==> config.mk <==
export PLATFORM = sky130hd
export DESIGN_NAME = sync_frame_tx
export DESIGN_NICKNAME = d
export VERILOG_FILES = /design/src/rtl/sync_frame_tx.sv
export SDC_FILE = /design/constraint.sdc
export NUM_CORES = 1
export LEC_CHECK = 0
export BUFFER_PORTS_ARGS = -buffer_cell sky130_fd_sc_hd__buf_2
export CORE_UTILIZATION = 44
export CTS_BUF_LIST = sky130_fd_sc_hd__clkbuf_8
export DETAILED_ROUTE_END_ITERATION = 12
export GPL_ROUTABILITY_DRIVEN = 0
export RECOVER_POWER = 50
export SYNTH_ARGS = -nofsm -noshare
export SYNTH_HDL_FRONTEND = slang
export SYNTH_SLANG_ARGS = --single-unit
==> constraint.sdc <==
create_clock -name clk -period 3.6 [get_ports clk]
set_clock_uncertainty 0.05 [all_clocks]
set_input_delay 0.36 -clock clk [delete_from_list [all_inputs] [get_ports clk]]
set_output_delay 0.36 -clock clk [all_outputs]
set_load 0.01 [all_outputs]
==> src/rtl/sync_frame_tx.sv <==
// Serial frame transmitter: sync pattern, MSB-first payload, then idle gap bits.
// Optional even-parity bit after the payload when PARITY_EN is defined.
module sync_frame_tx #(
  parameter int                DATA_W   = 8,
  parameter int                SYNC_W   = 5,
  parameter logic [SYNC_W-1:0] SYNC_PAT = 5'b11001,
  parameter int                GAP_BITS = 2
) (
  input  logic              clk,
  input  logic              rst,
  input  logic [DATA_W-1:0] in_data,
  input  logic              in_valid,
  output logic              in_ready,
  output logic              dout,
  output logic              dvalid,
  output logic              sof,
  output logic              eof
);

  localparam int M1   = (SYNC_W > DATA_W) ? SYNC_W : DATA_W;
  localparam int MAXV = (M1 > GAP_BITS) ? M1 : GAP_BITS;
  localparam int CW   = $clog2(MAXV + 1);

  localparam logic [CW-1:0] SYNC_LAST = CW'(SYNC_W - 1);
  localparam logic [CW-1:0] DATA_LAST = CW'(DATA_W - 1);
  localparam logic [CW-1:0] GAP_LAST  = CW'((GAP_BITS > 0) ? GAP_BITS - 1 : 0);

  typedef enum logic [2:0] {
    IDLE,
    SYNC,
    DATA,
`ifdef PARITY_EN
    PAR,
`endif
    GAP
  } state_t;

  state_t              state;
  logic [CW-1:0]       cnt;
  logic [DATA_W-1:0]   word;
  logic [SYNC_W-1:0]   syn;
`ifdef PARITY_EN
  logic                par;
`endif

  assign in_ready = (state == IDLE) & ~rst;

  // Outputs are registered from the current state, so each state's bit
  // appears on dout one edge after that state is entered.
  always_ff @(posedge clk) begin
    if (rst) begin
      state  <= IDLE;
      cnt    <= '0;
      word   <= '0;
      syn    <= '0;
      dout   <= 1'b0;
      dvalid <= 1'b0;
      sof    <= 1'b0;
      eof    <= 1'b0;
`ifdef PARITY_EN
      par    <= 1'b0;
`endif
    end else begin
      dout   <= 1'b0;
      dvalid <= 1'b0;
      sof    <= 1'b0;
      eof    <= 1'b0;
      case (state)
        IDLE: if (in_valid && in_ready) begin
          word  <= in_data;
          syn   <= SYNC_PAT;
          state <= SYNC;
          cnt   <= SYNC_LAST;
`ifdef PARITY_EN
          par   <= ^in_data;
`endif
        end
        SYNC: begin
          dout   <= syn[SYNC_W-1];
          dvalid <= 1'b1;
          sof    <= (cnt == SYNC_LAST);
          syn    <= syn << 1;
          if (cnt == '0) begin
            state <= DATA;
            cnt   <= DATA_LAST;
          end else begin
            cnt <= cnt - 1'b1;
          end
        end
        DATA: begin
          dout   <= word[DATA_W-1];
          dvalid <= 1'b1;
          word   <= word << 1;
          if (cnt == '0) begin
`ifdef PARITY_EN
            state <= PAR;
`else
            eof <= 1'b1;
            if (GAP_BITS == 0) state <= IDLE;
            else begin
              state <= GAP;
              cnt   <= GAP_LAST;
            end
`endif
          end else begin
            cnt <= cnt - 1'b1;
          end
        end
`ifdef PARITY_EN
        PAR: begin
          dout   <= par;
          dvalid <= 1'b1;
          eof    <= 1'b1;
          if (GAP_BITS == 0) state <= IDLE;
          else begin
            state <= GAP;
            cnt   <= GAP_LAST;
          end
        end
`endif
        GAP: begin
          if (cnt == '0) state <= IDLE;
          else           cnt   <= cnt - 1'b1;
        end
        default: state <= IDLE;
      endcase
    end
  end

endmodule

Yosys cells after proc, flatten, opt, wreduce, memory -nomap -nowiden
Cells that the tools add are included.
{ "word_totals": {"regBits": 24, "latch_bits": 0, "mem_bits_rw": 0, "romBits": 0, "in_bits": 11, "out_inout_bits": 5, "wordCells": 52, "memories": 0} }
{ "classes": {"add_sub_neg": 1, "multipliers": 0, "div_mod_pow": 0, "magnitude_cmp": 0, "n_eq_ne": 9, "shift": 0, "muxes": 17, "bitwise_logic": 4, "reduce_logical": 13} }
{ "ops": {"columns": ["op", "count"], "rows": [
  ["two-way mux 4 bit", 4],
  ["case mux 4 bit (4 select lines)", 1],
  ["case mux 8 bit (2 select lines)", 1],
  ["two-way mux 3 bit", 4],
  ["case mux 3 bit (4 select lines)", 1],
  ["case mux 5 bit (2 select lines)", 1],
  ["two-way mux 8 bit", 1],
  ["!= test 2 bit (second input constant)", 4],
  ["equality test 3 x 2 -> 1 bit (second input constant)", 2],
  ["OR reduction 2 bit", 3],
  ["two-way mux 5 bit", 1],
  ["equality test 4 x 3 -> 1 bit (second input constant)", 1],
  ["logical NOT 4 bit", 1],
  ["AND reduction 2 bit", 2],
  ["AND reduction 4 bit", 1],
  ["nonzero test 2 bit", 2],
  ["nonzero test 4 bit", 1],
  ["subtractor 4 x 1 -> 4 bit (second input constant)", 1],
  ["equality test 3 x 1 -> 1 bit (second input constant)", 1],
  ["logical NOT 3 bit", 1],
  ["inverter 1 bit", 3],
  ["AND reduction 3 bit", 1],
  ["two-way mux 1 bit", 2],
  ["!= test 2 x 1 -> 1 bit (second input constant)", 1],
  ["3 further kinds", 3]
]} }

Logic depth before layout (Yosys ltp)
Gate-level depths: netlist of the first run.
{ "logic_depth": {"word_depth": 5, "ltp_mapped": 7, "mapped_depth_nobuf": 6} }

Worst setup path after synthesis of the first run
OpenSTA, ideal clock, no wires.
{ "synth_path": {"path_kind": "reg2reg", "startpoint": "reg state[0]", "endpoint": "reg state[1]", "setup_ns": 0.129, "arrival_time_ns": 1.588, "required_time_ns": 3.421, "path_slack_ns": 1.833, "path_stages_with_launch": 7, "n_path_buf": 0, "period_less_slack_ns": 1.767, "cell_sequence": "dfxtp_1 > inv_1 > ha_1 > nor3_1 > a2bb2oi_1 > mux2i_1 > nor2_1"} }
{ "synth_between": {"elab_chain_cells": 5, "word_cells_on_any_way": 12, "cone_classes": "7 x eq/ne; 1 x mux; 1 x bitwise; 3 x reduce/logical"} }
{ "synth_rtl": {"columns": ["item", "line_no", "rtl"], "rows": [
  ["from (decl)", "38", "state_t state;"],
  ["from (signal assigned)", "52", "state <= IDLE;"],
  ["from (signal assigned)", "72", "state <= SYNC;"],
  ["from (signal assigned)", "84", "state <= DATA;"],
  ["logical NOT 3 bit", "46, 68", null],
  ["AND 1 bit", "46", "assign in_ready = (state == IDLE) & ~rst;"],
  ["logical AND 1 bit", "69", "IDLE: if (in_valid && in_ready) begin"],
  ["!= test 2 x 1 -> 1 bit (no line)", null, null],
  ["AND reduction 4 bit (no line)", null, null]
]} }
Parallel ways exist; a longest one is shown, timed or not.
A chain may end at the register's enable or synchronous reset.

Worst setup path in the final report of the first run
{ "layout_path": {"startpoint": "reg state[0]", "endpoint": "reg word[5]"} }
{ "layout_between": {"elab_chain_cells": 5, "word_cells_on_any_way": 8, "cone_classes": "2 x eq/ne; 1 x mux; 1 x bitwise; 4 x reduce/logical"} }
{ "layout_rtl": {"columns": ["item", "line_no", "rtl"], "rows": [
  ["logical NOT 3 bit", "46, 68", null],
  ["AND 1 bit", "46", null],
  ["logical AND 1 bit", "69", null],
  ["!= test 2 x 1 -> 1 bit (no line)", null, null],
  ["AND reduction 2 bit (no line)", null, null],
  ["to (signal assigned)", "70", "word <= in_data;"],
  ["to (signal assigned)", "93", "word <= word << 1;"],
  ["to (decl)", "40", "logic [DATA_W-1:0] word;"]
]} }
Parallel ways exist; a longest one is shown, timed or not.

==> out/qor.yml, run 1 <==
synthesis:
  synth-compound-area-share_pct: 19.1
  synth_top_cell_by_area: "dfxtp_1"
  synth_xor_area_share_pct: 0
  syn-num-nets: 144
  ys_seq_area_share_pct: 40.5
  netlist.area_leader.share_pct: 40.5
  synth_top_family_by_area: "simple AND/OR/NAND/NOR gates"
  synth_mux_area_share_pct: 8.25
  ys_ff_latch: 23
  yosys_warnings: 0
  async_flop_share_pct: 0
  yosys-top-cells-area: "dfxtp_1 40%, ha_1 7.7%, mux2i_1 7.0%"
  synth_edf_count: 0
  syn_avg_cell_area_um2: 9.03
  synthFlopType: "dfxtp_1"
  synth_cells: 126
  ys_types: 35
  synthAdderAreaFrac_pct: 7.70
  synth-simple-area-share_pct: 19.7
  syn_area_um2: 1140
setup_path:
  crit_path_cell_trace: "inv_1 > ha_1 > inv_1 > mux2i_2 > nor2_1 > a211oi_1"
  critical_path.most_common_cell: "inv_1"
  arrival_ns: 2.43
  endpoint_kind: "register"
  path_delay_family: "adder cells"
  crit_required_ns: 3.73
  critical_path.max_fanout: 14
  worstReg2RegEnd: "word[5]"
  reg2reg_slack_ns: 1.30
  rr_worst_depth: 6
  timing.rr.start: "state[0]"
  cp_slowest_cell: "ha_1"
  critPathLaunchType: "register"
  cpPeakStageDelay_ns: 0.59
  critical_path_class: "register to register"
  crit_buf_inv: 2
routing:
  drt_wl_total_um: 2130
  drt_iter0_markers: 21
  num_vias: 925
  drtPass1Iterations: 4
  postRouteAntennaNets: 0
  route.detailed.drc: 0
  wire_per_inst_um: 12.7
  routed_via_density: 5.51
grt:
  grt_pass1_vias: 801
  antenna_found_initial: 0
  grt_max_degree: 27
  grt_first_pass_wirelength_um: 3400
  grt.total_usage_pct: 16.7
  grt_overflow: 0
min_path:
  hold_path_class: "input port to register"
  whs_endpoint: "word[0]"
  hold_path_depth: 3
  min_from: "in_data[0]"
place:
  dp.cells: 164
  io_buffer_count: 15
  place_area_um2: 1220
  hpwl_um: 1500
floorplan:
  core_um2: 2450
  die_area_um2: 2790
  initial_core_util_pct: 46.3
  ios: 16
  die_w_um: 52.8
  die_h_um: 52.8
  rows: 18
clock_network:
  cts_tree: "done"
  cts_buffer_depth: 2
  path_clk_slew_ns: 0.08
  cts.sinks: 23
  clockRootBuffer: "clkbuf_8"
  ctsHoldBuffers: 0
  post_cts_resized: 0
  htree_num_levels: 1
  insertion_delay_ns: 0.27
  post_cts_buffers: 0
  cts_made_buffers: 3
power_and_ir_drop:
  p_per_area_nw_per_um2: 763
  p_leak_nw: 0.468
  ir_drop_mv: 0.341
final_layout:
  antenna_cells: 0
  fin_nets: 157
  utilization_pct: 51.3
  drive_gt1_share_pct: 13.0
  postLayoutCellArea_um2: 1260
  area_growth_pct: 10.8
  layout.cells.non_filler: 168
  layout_common_cells: "23 x dfxtp_1, 18 x nor2_1, 11 x buf_2"
  final_common_cell: "dfxtp_1"
sta:
  relSlewSlack_pct: 54.4
  fmaxAchievable_mhz: 434
  tns_ns: 0
  min_period_ns: 2.30
  tightest_slew_ns: 0.670
  hold_violations: 0
  setup_viol: 0
  grt_setup_unrepaired: "no"
  final_max_slew_viol_count: 0
  fin_crit_sh_pct: 64.0
job:
  drv_cap: 0
outcome:
  status: "complete, no violations"
report_power, final:
part	switching [mW]	internal [mW]	leakage (nW)
Clock	0.0833	0.0773	0.0255
Sequential	0.0452	0.320	0.188
Combinational	0.245	0.192	0.254
Total	0.373	0.588	0.468
cell type report:
class | instances | area [µm²]
sequential | 23 | 460
multi-input combinational | 90 | 623
clock buffer | 3 | 41.3
fill | 252 | 1190
tap | 30 | 37.5
timing repair buffer | 15 | 70.1
clock inverter | 1 | 5.00
inverter | 6 | 22.5
sequential cells by signal, summed over array words and instances, names as in the netlist:
name,count
eof,1
dvalid,1
syn,5
cnt,4
sof,1
dout,1
word,8
state,2
cells in the mapped netlist (2+ instances only):
cell type,n
inv_1,6
nor3_1,5
nor2_1,18
o22ai_1,2
ha_1,7
mux2i_1,8
dfxtp_1,23
clkbuf_1,3
nor2b_1,3
a2bb2oi_1,2
o21ai_0,4
nand2b_1,2
a211oi_1,8
a32oi_1,2
a21oi_1,5
nand2_1,5
buf_2,4
nor3b_1,2
layer usage:
| metal | part of all wire (%) | routed length [µm] | GRT usage [%] | vias up |
|---|---|---|---|---|
| met2 | 46 | 977 | 27.4 | 15 |
| met4 | 1.9 | 40 | 7.89 | 0 |
| li1 | - | - | - | 479 |
| met1 | 49 | 1040 | 21.1 | 426 |
| met3 | 3.2 | 69 | 2.61 | 5 |
| met5 | 0 | 0 | 0 | - |
cell families (layout without fill, tap and decap cells):
group,Yosys count,count (layout)
fa+ha+maj,7,7
simple gates,43,43
compound gates,31,31
mux,9,9
buf+inv,13,25
flops,23,23
tightest hold or removal path, delay by kind of cell:
kind            cells  cell delay [ns]
buf+inv             1             0.10
compound gates      1             0.06
simple gates        1             0.07
worst max-delay path by stage:
stage                   from  endpoint  slack, ns  cells after the start
global placement    state[0]   word[5]       1.43                      6
floorplan           state[0]  state[1]       1.83                      6
global route        state[0]   word[2]       1.10                      6
CTS                 state[0]   word[5]       1.28                      6
finish              state[0]   word[5]       1.30                      6
detailed placement  state[0]   word[5]       1.31                      6
metrics by stage:
step | worst slack [ns] | hold slack (ns) | total power, mW
6_report | 1.30 | 0.326 | 0.962
5_1_grt | 1.10 | 0.360 | 1.04
4_1_cts | 1.28 | 0.320 | 0.970
3_5_place_dp | 1.31 | 0.419 | 0.805
3_3_place_gp | 1.43 | 0.421 | 0.801
2_1_floorplan | 1.83 | 0.399 | 0.720
Power figures use the tool's default switching activity.
==> run 2, diff against run 1 <==
Settings changed: PLACE_DENSITY set to 0.66.
Clock period 3.6 ns to 1.9 ns, I/O delays scaled along.
==> run 2 against run 1 <==
Net effect: sequential share of layout area down 2.1 points; non-clock buffer count increased by 7; design area up 6.1%; sequential power is 90% higher; cell count up 4.2%; count of clock-buffer cells in the layout unchanged; fmax increased by 30%; routed wire length up 9.4%; largest power group unchanged; power grew 100%.
==> out/qor.yml, run 2 (synthesis gave the netlist of run 1 again) <==
outcome:
  status: "complete, no violations"
final_layout:
  drive_gt1_share_pct: 20.7  # +7.6 points
  multi_input_area_um2: 649  # +4.2%
  final_common_cell: "dfxtp_1"
  largest_reg_flops: 8  # unchanged
  utilization_pct: 54.4  # +3.1 points
  antenna_cells: 0  # unchanged
  reg_top3: "word (8), syn (5), cnt (4)"
  layout_common_cells: "23 x dfxtp_1, 18 x nor2_1, 11 x buf_2"
  nFillCells: 233  # -7.5%
  ff_latch_area_um2: 460  # unchanged
  fin_nets: 164  # +4.5%
  area_growth_pct: 17.5
  largest_register: "word"
grt:
  antenna_found_initial: 0  # unchanged
  grt.total_usage_pct: 18.3  # +1.6 points
  grt_pass1_vias: 835  # +4.2%
  grt_max_degree: 26  # -3.7%
  grt_overflow: 0  # unchanged
  grt_first_pass_wirelength_um: 3680  # +8.1%
routing:
  postRouteAntennaNets: 0  # unchanged
  route.detailed.drc: 0  # unchanged
  drt_wl_total_um: 2330  # +9.4%
  drtPass1Iterations: 4  # unchanged
  wire_per_inst_um: 13.3  # +5.1%
  drt_iter0_markers: 16  # -24%
  routed_via_density: 5.57  # +1.1%
  num_vias: 974  # +5.3%
setup_path:
  worstReg2RegEnd: "cnt[0]"
  critPathLaunchType: "register"
  crit_required_ns: 2.05  # -1.68 ns
  crit_start: "cnt[0]"
  critical_path_class: "register to register"
  rr_worst_depth: 6  # unchanged
  endpoint_kind: "register"
  arrival_ns: 1.92  # -0.51 ns
  critical_path.max_fanout: 6  # -8
  reg2reg_slack_ns: 0.13  # -1.17 ns
  crit_path_end: "cnt[0]"
  timing.rr.start: "cnt[0]"
clock_network:
  cts.sinks: 23  # unchanged
  post_cts_buffers: 0  # unchanged
  htree_num_levels: 1  # unchanged
  cts_buffer_depth: 2  # unchanged
  post_cts_resized: 0  # unchanged
  path_clk_slew_ns: 0.08  # about the same
  cts_made_buffers: 3  # unchanged
  cts_tree: "done"
  clockRootBuffer: "clkbuf_8"
  insertion_delay_ns: 0.26  # about the same
  ctsHoldBuffers: 0  # unchanged
sta:
  final_max_slew_viol_count: 0  # unchanged
  fin_crit_sh_pct: 93.4  # +29 points
  min_period_ns: 1.77  # -0.528 ns
  setup_viol: 0  # unchanged
  fmaxAchievable_mhz: 564  # +30%
  relSlewSlack_pct: 75.2  # +21 points
  grt_setup_unrepaired: "no"
  tightest_slew_ns: 0.367  # -0.303 ns
  tns_ns: 0  # unchanged
  hold_violations: 0  # unchanged
place:
  hpwl_um: 1580  # +5.8%
  io_buffer_count: 15  # unchanged
power_and_ir_drop:
  p_per_area_nw_per_um2: 1460  # +91%
  p_leak_nw: 0.500  # +6.8%
  ir_drop_mv: 0.836  # +140%
floorplan:
  core_um2: 2450  # unchanged
  die_area_um2: 2790  # unchanged
  initial_core_util_pct: 46.3  # unchanged
  ios: 16  # unchanged
  die_h_um: 52.8  # unchanged
  die_w_um: 52.8  # unchanged
  rows: 18  # unchanged
job:
  drv_cap: 0  # unchanged
min_path:
  hold_path_class: "input port to register"
run 2: changes by cell type in the layout (fill, tap and decap cells not counted), sizes merged:
cell / change
clkbuf: +1
buf: +6
run 2: worst min path at each step:
stage	startpoint	endpoint	slack, ns	cells past startpoint
finish	in_data[0]	word[0]	0.17	3
floorplan	in_data[0]	word[0]	0.31	2
CTS	in_data[0]	word[0]	0.16	3
global route	in_data[0]	word[0]	0.19	3
detailed placement	syn[0]	syn[0]	0.44	2
global placement	word[0]	word[0]	0.42	2
run 2: stage by stage:
step           instances  setup WS [ns]  hold WS, ns  cell area (µm²)  total power, mW
4_1_cts              175         0.0806        0.160             1320             1.92
3_5_place_dp         171          0.113        0.435             1270             1.61
6_report             175          0.126        0.168             1340             1.95
5_1_grt              175         0.0183        0.186             1340             2.11
2_1_floorplan        126          0.133        0.308             1140             1.36
3_3_place_gp         171          0.148        0.419             1270             1.59
run 2: power by group:
group | leakage (nW) | switching [mW] | total [mW] | internal [mW]
registers | 0.188 | 0.0874 | 0.693 | 0.605
logic | 0.286 | 0.505 | 0.966 | 0.462
clock network | 0.0255 | 0.148 | 0.294 | 0.146
total | 0.500 | 0.739 | 1.95 | 1.21
run 2: cell type report:
cell class | instances | area share, %
multi-input cells | 90 | 48.6
flip-flops and latches | 23 | 34.5
repair buffers | 22 | 8.99
clock buffers | 3 | 3.09
well taps | 30 | 2.81
inverters | 6 | 1.69
clock inverters | 1 | 0.375
run 2: critical path, cell delays in order, from the launching register on:
cell and delay [ns]:
dfxtp_1 0.33, inv_1 0.10, ha_4 0.16, or3b_4 0.40
o22a_1 0.21, or3_1 0.32, a21oi_2 0.14
run 2: per-layer routing:
layer  part of all wire [%]  track usage [%]  vias to the layer above  wire length [µm]
li1                       -                -                      491                 -
met1                     51             23.7                      463              1180
met2                     45             30.0                       18              1060
met3                    3.7             3.48                        2                86
met4                   0.43             6.58                        0                10
met5                      0                0                        -                 0
==> run 3, diff against run 2 <==
Settings changed: ABC_AREA set to 1, PLACE_DENSITY 0.66 to 0.67.
==> run 3 against run 2 <==
Net effect: synthesized cell count increased by 15%; non-clock buffer count down 6; global-route usage rose by 1.6 points; worst setup slack better by 0.053 ns; flip-flop and latch count unchanged; count of clock-buffer cells in the layout stayed put; design area down 8.0%.
==> out/qor.yml, run 3 <==
outcome:
  status: "complete, no violations"
setup_path:
  rr_worst_depth: 7  # +1
  critical_path_class: "register to register"
  crit_buf_inv: 1  # unchanged
  endpoint_kind: "register"
  crit_required_ns: 2.01  # -0.04 ns
  critical_path.max_fanout: 5  # -1
  cpPeakStageDelay_ns: 0.35  # -0.05 ns
  critPathLaunchType: "register"
  crit_path_cell_trace: "inv_1 > ha_1 > nand3_4 > nand2_1 > nand2_1 > o21ai_0 > a21oi_1"
  cp_slowest_cell: "dfxtp_1"
  arrival_ns: 1.83  # -0.09 ns
  path_delay_family: "simple AND/OR/NAND/NOR gates"
  critical_path.most_common_cell: "nand2_1"
  worst-path-stages: 7  # +1
synthesis:
  syn-num-nets: 163  # +13%
  async_flop_share_pct: 0  # unchanged
  netlist.area_leader.share_pct: 41.8  # +1.3 points
  synth_top_cell_by_area: "dfxtp_1"
  yosys-top-cells-area: "dfxtp_1 42%, nand2_1 11%, ha_1 7.9%"
  yosysMostFrequentCell: "nand2_1"
  syn_area_um2: 1100  # -3.1%
  syn_avg_cell_area_um2: 7.60  # -16%
  ys_ff_latch: 23  # unchanged
  synth_cells: 145  # +15%
  synthFlopType: "dfxtp_1"
  synth_edf_count: 0  # unchanged
  synth_commonest_cells: "33 x nand2_1, 23 x dfxtp_1, 14 x o21ai_0"
  yosys_warnings: 0  # unchanged
  ys_seq_area_share_pct: 41.8  # +1.3 points
  ys_types: 23  # -34%
sta:
  setup_slack_ns: 0.179  # +0.0534 ns
  hold_ws_ns: 0.128  # -0.0405 ns
  final_max_slew_viol_count: 0  # unchanged
  setup_viol: 0  # unchanged
  grt_setup_unrepaired: "no"
  relSlewSlack_pct: 79.2  # +4.0 points
  fmaxAchievable_mhz: 581  # +3.1%
  min_period_ns: 1.72  # -0.0534 ns
  tightest_slew_ns: 0.309  # -0.0579 ns
  hold_violations: 0  # unchanged
  fin_crit_sh_pct: 90.6  # -2.8 points
  tns_ns: 0  # unchanged
clock_network:
  clockRootBuffer: "clkbuf_8"
  cts_buffer_depth: 2  # unchanged
  cts.sinks: 23  # unchanged
  cts_tree: "done"
  ctsHoldBuffers: 0  # unchanged
  cts_made_buffers: 3  # unchanged
  htree_num_levels: 1  # unchanged
  path_clk_slew_ns: 0.08  # about the same
  insertion_delay_ns: 0.27  # about the same
power_and_ir_drop:
  p_per_area_nw_per_um2: 1480  # +1.6%
  p_switching_mw: 0.771  # +4.2%
  p_sw_share_pct: 42.2  # +4.3 points
  ir_drop_mv: 1.04  # +24%
  clockPowerShare_pct: 16.8  # +1.8 points
  power_frac_seq_pct: 38.3  # +2.8 points
  p_int_mw: 1.06  # -13%
  p_leak_nw: 0.536  # +7.3%
  comb_power_share_pct: 44.9  # -4.6 points
routing:
  wire_per_inst_um: 11.8  # -11%
  postRouteAntennaNets: 0  # unchanged
  route.detailed.drc: 0  # unchanged
  drt_iter0_markers: 43  # +27
  num_vias: 977  # +0.31%
  drtPass1Iterations: 6  # +2
  drt_wl_total_um: 2240  # -3.9%
  routed_via_density: 5.17  # -7.1%
min_path:
  hold_path_class: "input port to register"
  hold_path_depth: 3  # unchanged
floorplan:
  die_w_um: 52.1  # -1.5%
  die_h_um: 52.1  # -1.5%
  initial_core_util_pct: 48.4  # +2.1 points
  ios: 16  # unchanged
  rows: 17  # -1
  core_um2: 2280  # -7.3%
  die_area_um2: 2710  # -3.0%
final_layout:
  layout_common_cells: "34 x nand2_1, 23 x dfxtp_1, 14 x o21ai_0"
  area_growth_pct: 11.6
  drive_gt1_share_pct: 14.9  # -5.8 points
  largest_register: "word"
  antenna_cells: 0  # unchanged
  fin_nets: 180  # +9.8%
  layout.cells.non_filler: 189  # +8.0%
  ff_latch_area_um2: 460  # unchanged
  final_common_cell: "nand2_1"
  multi_input_area_um2: 549  # -15%
  reg_top3: "word (8), syn (5), cnt (4)"
  postLayoutCellArea_um2: 1230  # -8.0%
  largest_reg_flops: 8  # unchanged
  nFillCells: 224  # -3.9%
place:
  place_ws_ns: 0.144  # +0.0314 ns
  place_area_um2: 1190  # -6.7%
  io_buffer_count: 15  # unchanged
  dp.cells: 185  # +8.2%
  hpwl_um: 1640  # +3.5%
grt:
  grt_overflow: 0  # unchanged
  grt_pass1_vias: 932  # +12%
  grt.total_usage_pct: 20.0  # +1.6 points
  grt_max_degree: 16  # -38%
  grt_first_pass_wirelength_um: 3930  # +6.8%
  antenna_found_initial: 0  # unchanged
job:
  drv_cap: 0  # unchanged
-- run 3: changes by cell type after synthesis, sizes merged, moves of 3 or more --
| cell | change |
|---|---|
| nor2b | -3 |
| nand3 | +8 |
| o21ai | +10 |
| a211oi | -8 |
| nor3 | -3 |
| nor2 | -5 |
| nand2 | +31 |
| a21oi | +3 |
| a31oi | +8 |
| inv | +7 |
| mux2i | -9 |
-- run 3: timing repair --
action | in CTS | in global routing
setup buffers | 0 | 0
endpoints found under the setup margin | 0 | 2
resized for setup | 0 | 2
-- run 3: metrics by stage --
stage	utilization (%)	power [mW]
floorplan	-	1.33
global placement	52.1	1.49
detailed placement	52.1	1.52
CTS	54.2	1.83
global route	54.0	2.01
finish	54.0	1.83
-- run 3: layout make-up --
class / instances / share of cell area, %
clock buffer: 3 / 3.36
clock inverter: 1 / 0.407
inverter: 15 / 4.98
multi-input combinational: 103 / 44.7
sequential: 23 / 37.4
tap: 28 / 2.85
timing repair buffer: 16 / 6.31
-- run 3: per-layer routing --
layer / vias up / wire length [µm] / part of all wire, % / track usage (%)
met1: 447 / 1100 / 49 / 24.3
li1: 509 / - / - / -
met2: 19 / 1040 / 46 / 32.9
met5: - / 0 / 0 / 0
met3: 2 / 81 / 3.6 / 6.73
met4: 0 / 16 / 0.71 / 5.86
-- run 3: path summary, 6_finish.rpt --
path              start        to  slack, ns
max            state[0]  state[0]       0.18
min          in_data[2]   word[2]       0.13
max reg2reg    state[0]  state[0]       0.18
min reg2reg     word[7]      dout       0.42
-- run 3: worst register-to-register path: cells and delay by family (launching register included) --
kind | cells | cell delay, ns
simple gates | 3 | 0.44
fa+ha+maj | 1 | 0.33
buf+inv | 1 | 0.15
compound gates | 2 | 0.29
flops | 1 | 0.35
-- run 3: logic make-up (layout without fill, tap and decap cells) --
logic type                 count (synthesis)  in the layout  share of synthesized area (%)
and+or+nand+nor                           62             62                           24.9
AOI/OAI and AO/OA                         34             34                           16.8
DFF                                       23             23                           41.8
buffers and inverters                     19             35                           8.63
adders and majority gates                  7              7                           7.95
-- run 3: power by group through the flow --
| stage | combinational, mW | clock [mW] | sequential [mW] |
|---|---|---|---|
| 4_1_cts | 0.817 | 0.315 | 0.698 |
| 2_1_floorplan | 0.637 | 0 | 0.698 |
| 3_5_place_dp | 0.806 | 0 | 0.709 |
| 6_report | 0.819 | 0.307 | 0.700 |
| 3_3_place_gp | 0.785 | 0 | 0.706 |
| 5_1_grt | 0.954 | 0.341 | 0.715 |
